[src/rtl/trace_pkg.sv]
// Shared constants for the trace event path: event types, source codes,
// trace word field offsets and an event packing helper.
package trace_pkg;

    localparam logic [7:0] TRC_T_IDLE    = 8'h00;
    localparam logic [7:0] TRC_T_START   = 8'h01;
    localparam logic [7:0] TRC_T_STOP    = 8'h02;
    localparam logic [7:0] TRC_T_CMD     = 8'h03;
    localparam logic [7:0] TRC_T_STATUS  = 8'h04;
    localparam logic [7:0] TRC_T_ERROR   = 8'h05;
    localparam logic [7:0] TRC_T_IRQ     = 8'h06;
    localparam logic [7:0] TRC_T_DATA    = 8'h07;
    localparam logic [7:0] TRC_T_TRIGGER = 8'h0F;

    localparam logic [7:0] TRC_S_SYSTEM  = 8'h00;
    localparam logic [7:0] TRC_S_USB     = 8'h01;
    localparam logic [7:0] TRC_S_FDC0    = 8'h02;
    localparam logic [7:0] TRC_S_FDC1    = 8'h03;
    localparam logic [7:0] TRC_S_HDD     = 8'h04;
    localparam logic [7:0] TRC_S_PLL     = 8'h05;
    localparam logic [7:0] TRC_S_DMA     = 8'h06;
    localparam logic [7:0] TRC_S_CPU     = 8'h07;
    localparam logic [7:0] TRC_S_TIMER   = 8'h08;
    localparam logic [7:0] TRC_S_DEBUG   = 8'h09;

    localparam int TRC_DATA_LSB = 0;
    localparam int TRC_SRC_LSB  = 32;
    localparam int TRC_TYPE_LSB = 40;
    localparam int TRC_TS_LSB   = 48;
    localparam int TRC_EVT_W    = 48;
    localparam int TRC_WORD_W   = 64;

    function automatic logic [TRC_EVT_W-1:0] trc_pack(
        input logic [7:0]  t,
        input logic [7:0]  s,
        input logic [31:0] d
    );
        return {t, s, d};
    endfunction

endpackage

[src/rtl/trace_evt_fifo.sv]
// Per-source event FIFO. A push into a full FIFO is accepted only when the
// same cycle also pops it, so occupancy stays at full.
module trace_evt_fifo
    import trace_pkg::*;
#(
    parameter int AW = 2,
    parameter int W  = TRC_EVT_W
) (
    input  logic         clk,
    input  logic         rst_n,
    input  logic         clear,
    input  logic         push,
    input  logic         pop,
    input  logic [W-1:0] din,
    output logic [W-1:0] dout,
    output logic         full,
    output logic         empty
);

    localparam int DEPTH = 1 << AW;

    logic [W-1:0]  r_mem [DEPTH];
    logic [AW-1:0] r_wptr;
    logic [AW-1:0] r_rptr;
    logic [AW:0]   r_cnt;
    logic          w_do_push;
    logic          w_do_pop;

    assign full      = (r_cnt == (AW+1)'(DEPTH));
    assign empty     = (r_cnt == '0);
    assign w_do_pop  = pop & ~empty;
    assign w_do_push = push & (~full | w_do_pop);
    assign dout      = r_mem[r_rptr];

    // Pointer and occupancy tracking; clear flushes without touching storage.
    always_ff @(posedge clk or negedge rst_n) begin
        if (!rst_n) begin
            r_wptr <= '0;
            r_rptr <= '0;
            r_cnt  <= '0;
        end else if (clear) begin
            r_wptr <= '0;
            r_rptr <= '0;
            r_cnt  <= '0;
        end else begin
            if (w_do_push) r_wptr <= r_wptr + 1'b1;
            if (w_do_pop)  r_rptr <= r_rptr + 1'b1;
            case ({w_do_push, w_do_pop})
                2'b10:   r_cnt <= r_cnt + 1'b1;
                2'b01:   r_cnt <= r_cnt - 1'b1;
                default: r_cnt <= r_cnt;
            endcase
        end
    end

    // Storage array; contents behind the read pointer are don't-care.
    always_ff @(posedge clk) begin
        if (w_do_push && !clear) r_mem[r_wptr] <= din;
    end

endmodule

[src/rtl/trace_event_mux.sv]
// Trace front end: per-source FIFOs, round-robin arbiter, drop counting.
// Optional drop marker word enabled by `TRACE_DROP_MARKER_EN.
module trace_event_mux
    import trace_pkg::*;
#(
    parameter int NUM_SRC = 4,
    parameter int FIFO_AW = 2
) (
    input  logic                  clk,
    input  logic                  rst_n,
    input  logic                  enable,
    input  logic                  clear,
    input  logic [NUM_SRC-1:0]    src_valid,
    input  logic [8*NUM_SRC-1:0]  src_type,
    input  logic [8*NUM_SRC-1:0]  src_id,
    input  logic [32*NUM_SRC-1:0] src_data,
    output logic [63:0]           trace_data,
    output logic                  trace_write,
    output logic [NUM_SRC-1:0]    src_full,
    output logic [15:0]           drop_count,
    output logic                  overflow
);

    logic [NUM_SRC-1:0]   w_push;
    logic [NUM_SRC-1:0]   w_drop;
    logic [NUM_SRC-1:0]   w_pop;
    logic [NUM_SRC-1:0]   w_full;
    logic [NUM_SRC-1:0]   w_empty;
    logic [TRC_EVT_W-1:0] w_fdin  [NUM_SRC];
    logic [TRC_EVT_W-1:0] w_fdout [NUM_SRC];
    logic [TRC_EVT_W-1:0] w_sel;

    logic [2:0]  r_rr;
    logic [2:0]  w_hi;
    logic [2:0]  w_lo;
    logic        w_hi_vld;
    logic        w_lo_vld;
    logic [2:0]  w_gnt;
    logic        w_gnt_vld;
    logic [2:0]  w_rr_nxt;

    logic [3:0]  w_ndrop;
    logic [16:0] w_dsum;
    logic [15:0] r_drop_cnt;
    logic        r_ovf;
    logic [63:0] r_tdata;
    logic        r_twrite;

    logic                 w_mk_gnt;
    logic [TRC_EVT_W-1:0] w_mk_word;

    for (genvar g = 0; g < NUM_SRC; g++) begin : g_src
        assign w_push[g] = src_valid[g] & enable & ~clear
                         & (src_type[8*g +: 8] != TRC_T_IDLE);
        assign w_drop[g] = w_push[g] & w_full[g] & ~w_pop[g];
        assign w_pop[g]  = w_gnt_vld & ~w_mk_gnt & (w_gnt == 3'(g));
        assign w_fdin[g] = trc_pack(src_type[8*g +: 8],
                                    src_id[8*g +: 8],
                                    src_data[32*g +: 32]);

        trace_evt_fifo #(
            .AW (FIFO_AW),
            .W  (TRC_EVT_W)
        ) u_fifo (
            .clk   (clk),
            .rst_n (rst_n),
            .clear (clear),
            .push  (w_push[g] & ~w_drop[g]),
            .pop   (w_pop[g]),
            .din   (w_fdin[g]),
            .dout  (w_fdout[g]),
            .full  (w_full[g]),
            .empty (w_empty[g])
        );
    end

    // Round robin: lowest non-empty source at/after the pointer, else wrap.
    always_comb begin
        w_hi_vld = 1'b0;
        w_hi     = '0;
        w_lo_vld = 1'b0;
        w_lo     = '0;
        for (int s = NUM_SRC - 1; s >= 0; s--) begin
            if (!w_empty[s]) begin
                w_lo_vld = 1'b1;
                w_lo     = 3'(s);
                if (3'(s) >= r_rr) begin
                    w_hi_vld = 1'b1;
                    w_hi     = 3'(s);
                end
            end
        end
    end

    assign w_gnt     = w_hi_vld ? w_hi : w_lo;
    assign w_gnt_vld = w_lo_vld;
    assign w_rr_nxt  = (w_gnt == 3'(NUM_SRC - 1)) ? 3'd0 : w_gnt + 3'd1;

    // Head entry of the popped FIFO and the number of drops this cycle.
    always_comb begin
        w_sel   = '0;
        w_ndrop = '0;
        for (int s = 0; s < NUM_SRC; s++) begin
            if (w_pop[s]) w_sel = w_fdout[s];
            w_ndrop = w_ndrop + {3'b000, w_drop[s]};
        end
    end

    assign w_dsum = {1'b0, r_drop_cnt} + {13'd0, w_ndrop};

`ifdef TRACE_DROP_MARKER_EN
    logic        r_mk_pend;
    logic [7:0]  r_mk_map;
    logic [15:0] r_mk_delta;
    logic [7:0]  w_dmap;
    logic [16:0] w_mk_sum;

    assign w_dmap    = 8'(w_drop);
    assign w_mk_sum  = {1'b0, r_mk_delta} + {13'd0, w_ndrop};
    assign w_mk_gnt  = r_mk_pend;
    assign w_mk_word = trc_pack(TRC_T_ERROR, TRC_S_DEBUG,
                                {r_mk_map, 8'h00, r_mk_delta});

    // Marker bookkeeping; emission restarts accumulation from this cycle's drops.
    always_ff @(posedge clk or negedge rst_n) begin
        if (!rst_n) begin
            r_mk_pend  <= 1'b0;
            r_mk_map   <= '0;
            r_mk_delta <= '0;
        end else if (clear) begin
            r_mk_pend  <= 1'b0;
            r_mk_map   <= '0;
            r_mk_delta <= '0;
        end else if (r_mk_pend) begin
            r_mk_pend  <= |w_drop;
            r_mk_map   <= w_dmap;
            r_mk_delta <= {12'd0, w_ndrop};
        end else if (|w_drop) begin
            r_mk_pend  <= 1'b1;
            r_mk_map   <= r_mk_map | w_dmap;
            r_mk_delta <= w_mk_sum[16] ? 16'hFFFF : w_mk_sum[15:0];
        end
    end
`else
    assign w_mk_gnt  = 1'b0;
    assign w_mk_word = '0;
`endif

    // Output word register and round-robin pointer update.
    always_ff @(posedge clk or negedge rst_n) begin
        if (!rst_n) begin
            r_tdata  <= '0;
            r_twrite <= 1'b0;
            r_rr     <= '0;
        end else if (clear) begin
            r_tdata  <= '0;
            r_twrite <= 1'b0;
            r_rr     <= '0;
        end else if (w_mk_gnt) begin
            r_tdata  <= {16'h0000, w_mk_word};
            r_twrite <= 1'b1;
        end else if (w_gnt_vld) begin
            r_tdata  <= {16'h0000, w_sel};
            r_twrite <= 1'b1;
            r_rr     <= w_rr_nxt;
        end else begin
            r_twrite <= 1'b0;
        end
    end

    // Saturating drop counter and sticky overflow flag.
    always_ff @(posedge clk or negedge rst_n) begin
        if (!rst_n) begin
            r_drop_cnt <= '0;
            r_ovf      <= 1'b0;
        end else if (clear) begin
            r_drop_cnt <= '0;
            r_ovf      <= 1'b0;
        end else if (|w_drop) begin
            r_drop_cnt <= w_dsum[16] ? 16'hFFFF : w_dsum[15:0];
            r_ovf      <= 1'b1;
        end
    end

    assign trace_data  = r_tdata;
    assign trace_write = r_twrite;
    assign src_full    = w_full;
    assign drop_count  = r_drop_cnt;
    assign overflow    = r_ovf;

endmodule
[config.mk]
export PLATFORM = sky130hd
export DESIGN_NAME = trace_event_mux
export DESIGN_NICKNAME = d
export VERILOG_FILES = /design/src/rtl/trace_pkg.sv /design/src/rtl/trace_evt_fifo.sv /design/src/rtl/trace_event_mux.sv
export SDC_FILE = /design/constraint.sdc
export NUM_CORES = 1
export LEC_CHECK = 0
export ABC_AREA = 0
export BUFFER_PORTS_ARGS = -buffer_cell sky130_fd_sc_hd__buf_4
export CORE_ASPECT_RATIO = 1.5
export CORE_MARGIN = 1.5
export CORE_UTILIZATION = 50
export DETAILED_ROUTE_END_ITERATION = 10
export PLACE_DENSITY_LB_ADDON = 0.15
export SLEW_MARGIN = 20
export SYNTH_ARGS = -nofsm -noshare
export SYNTH_HDL_FRONTEND = slang
export SYNTH_SLANG_ARGS = --single-unit
[constraint.sdc]
create_clock -name clk -period 6.7 [get_ports clk]
set_input_delay 0.335 -clock clk [delete_from_list [all_inputs] [get_ports clk]]
set_output_delay 0.335 -clock clk [all_outputs]
set_load 0.05 [all_outputs]
==> results.tsv <==
stage	metric	value	unit
outcome	status	completed	
synthesis	synth_xor_area_frac	0.00407	
global_route	grtUsageTotal	0.236	
synthesis	syn_inst	1785	
clock_network	numClockSinks	864	
global_route	antenna_found_initial	10	
synthesis	synth.top_cell.area_share	0.669	
floorplan	io_pins	286	
drt	routed_wl	81900	um
synthesis	synth.most_common_cell	edfxtp_1	
finish	syn2layout_area_growth	21.2	%
synthesis	synth_flop_cell	edfxtp_1	
floorplan	coreArea	68100	um2
timing	hold-worst-slack	0.218	ns
setup_path	crit_fanout	9	
pwr	power.density	315	nW/um2
drt	wire_per_inst	25.6	um
timing	rsz0062_at_grt	false	
synthesis	synthMuxAreaShare	0.129	
setup_path	cp_num_buf_inv	3	
synthesis	synthSimpleGateAreaFrac	0.0448	
clock_network	cts_resized	0	
synthesis	synthArstFlopShare	0.111	
pwr	finalPower	13.2	mW
synthesis	synth_common_cells	edfxtp_1 (768), mux4_2 (192), nand2_1 (107), dfrtp_1 (96), clkbuf_1 (65)	
floorplan	die_height	325	um
synthesis	yosys.area_share.adder	0.0117	
global_route	grt_max_degree	62	
synthesis	yosys_warnings	0	
setup_path	crit_family	simple AND/OR/NAND/NOR gates	
timing	fmaxAchievable	175	MHz
drt	firstDrtPassIters	7	
synthesis	yosysSeqAreaShare	0.739	
finish	fin_util	0.614	
setup_path	arrival	6.25	ns
timing	slew_headroom	0.276	
setup_path	required	7.22	ns
setup_path	worstSetupPathType	flop to flop	
clock_network	postCtsSetupBuffers	0	
clock_network	cts_root_buf	clkbuf_16	
drt	ant_nets	0	
drt	drt_iter0_drc	1672	
timing	slew_violations	0	
setup_path	worstPathCellList	or3_1 -> nor2_1 -> a211oi_1 -> nor3_1 -> inv_1 -> ha_1 -> or4b_1 -> a211oi_1 -> fa_1 -> inv_1 -> fa_1 -> inv_1 -> fa_1 -> and3_1 -> nand3_1 -> nor2_1 -> nor2_1 -> a211oi_1	
clock_network	h-tree-depth	3	
worst_hold_path	hold_path_class	input pin to flop	
global_route	grt_pass1_wl	123000	um
synthesis	synth_compound_area_frac	0.0486	
synthesis	yosys.area.top_type	edfxtp_1	
drt	via_per_inst	5.82	
clock_network	cts-buffers-inserted	80	
global_route	grt_pass1_vias	19500	
clock_network	cts-hold-fix-buffers	193	
timing	finalCriticalPeriod	5.73	ns
placed_design	port_buffers	269	
clock_network	clkLatencyLatePin	0.64	ns
global_route	gr-total-overflow	0	
flow_run	drv_cap	0	
timing	tns	0	ns
timing	hold_violations	0	
timing	skew	0.0220	ns
drt	vias	18600	
timing	setup_viol	0	
placed_design	placed_area	37200	um2
drt	drc	0	
synthesis	synth_top_family_by_area	multiplexers	
synthesis	syn_area_per_cell	19.3	um2
floorplan	dieArea	70500	um2
finish	finalInstanceArea	41800	um2
pwr	ir_drop	225	uV
placed_design	dp_hpwl	51800	um
synthesis	synth_area_leaders	edfxtp_1 (67%), mux4_2 (13%), dfrtp_1 (7.0%)	
clock_network	clk_pin_slew	0.06	ns
setup_path	worst_setup_path_start_kind	flop	
timing	worst_pin_slew	1.08	ns
timing	fin_crit_sh	0.855	
floorplan	dieWidth	217	um
synthesis	synth-edff-count	768	
synthesis	ys_types	61	
floorplan	start_util	0.506	
placed_design	routabilityCongestion	0.819	
synthesis	synth_area	34500	um2
clock_network	cts_tree	done	
floorplan	placementRows	117	
setup_path	critical_path.max_stage_delay	0.67	ns
finish	drive_above_1_share	0.285	
clock_network	clk_path_buf_depth	3	
synthesis	ys_ff_latch	864	
finish	nNetsFinal	2473	
setup_path	worstSetupEndpointType	flop	
pwr	p_leak	13.9	nW
setup_path	critPathSlowestCell	a211oi_1	
worst paths after layout:
path                            slack (ns)                     start                         to  cells past startpoint
worst max register to register        0.97  g_src[0].u_fifo.r_cnt[0]              drop_count[3]                     18
max in group asynchronous             5.21                     rst_n             trace_data[10]                      3
min in group asynchronous             0.34                     rst_n             trace_data[37]                      2
worst max-delay path                  0.97  g_src[0].u_fifo.r_cnt[0]              drop_count[3]                     18
worst min register to register        0.54             trace_data[0]              trace_data[0]                      2
worst min-delay path                  0.22                     clear  g_src[0].u_fifo.r_wptr[0]                      2
layer usage:
metal | track usage | wire (um) | up-vias
met1 | 0.321 | 33900 | 9766
met3 | 0.0406 | 4920 | 111
met4 | 0.0714 | 1700 | 10
li1 | - | - | 8188
met2 | 0.392 | 41400 | 570
met5 | 0 | 61 | -
layout make-up:
class / instances / area (um2)
Antenna cell: 4 / 10.0
Clock buffer: 104 / 2210
Clock inverter: 41 / 375
Fill cell: 4995 / 26300
Inverter: 20 / 75.1
Multi-Input combinational cell: 787 / 8310
Sequential cell: 864 / 25500
Tap cell: 892 / 1120
Timing Repair Buffer: 492 / 4180
cell families (layout without fill, tap and decap cells):
kind of cell | Yosys count | in the layout
mux | 203 | 203
buf+inv | 149 | 657
xor+xnor | 16 | 16
other cells | 1 | 20
flops | 864 | 864
fa+ha+maj | 28 | 28
compound gates | 221 | 221
simple gates | 303 | 303
report_power, final:
part,switching [mW],internal [mW]
Clock,1.95,2.57
Sequential,0.160,6.03
Combinational,1.54,0.913
Total,3.64,9.51
stage by stage:
step,instances,setup WS (ns)
after detailed placement,2862,1.02
final,3204,0.972
after floorplan,1800,1.76
after CTS,3200,1.02
after global placement,2862,1.23
after global routing,3203,0.580
placed cells by master (no fill, tap or decap), drive strengths merged, types with 4 or more instances in the layout:
cell type / synthesis / routed
a211oi: 10 / 10
a21oi: 23 / 23
a22oi: 47 / 47
a311oi: 6 / 6
a31oi: 6 / 6
a32oi: 47 / 47
and2: 21 / 21
and4: 5 / 5
buf: 64 / 299
bufinv: 0 / 6
clkbuf: 65 / 104
clkinv: 0 / 27
clkinvlp: 0 / 6
conb: 1 / 16
dfrtp: 96 / 96
diode: 0 / 4
dlygate4sd3: 0 / 193
edfxtp: 768 / 768
fa: 7 / 7
ha: 21 / 21
inv: 20 / 22
mux2: 6 / 6
mux2i: 5 / 5
mux4: 192 / 192
nand2: 107 / 107
nand3: 10 / 10
nand3b: 4 / 4
nor2: 50 / 50
nor2b: 7 / 7
nor3: 14 / 14
nor3b: 6 / 6
nor4: 12 / 12
o211ai: 49 / 49
o21ai: 10 / 10
o22ai: 5 / 5
or3: 52 / 52
xnor2: 7 / 7
xor2: 9 / 9
worst reg2reg max path, cell delays in order, from the launching register on:
cell	delay [ns]
dfrtp_1	0.45
or3_1	0.53
nor2_1	0.14
a211oi_1	0.06
nor3_1	0.41
inv_1	0.14
ha_1	0.26
or4b_1	0.47
a211oi_1	0.67
fa_1	0.28
inv_1	0.06
fa_1	0.43
inv_1	0.09
fa_1	0.21
and3_1	0.28
nand3_1	0.29
nor2_1	0.41
nor2_1	0.13
a211oi_1	0.31
registers in the layout, indices dropped and copies added, names as in the netlist:
name                 cells
g_src.u_fifo.r_rptr      8
drop_count              16
trace_write              1
g_src.u_fifo.r_cnt      12
trace_data              48
g_src.u_fifo.r_mem     768
g_src.u_fifo.r_wptr      8
r_rr                     2
overflow                 1
(Power assumes the default switching activity.)
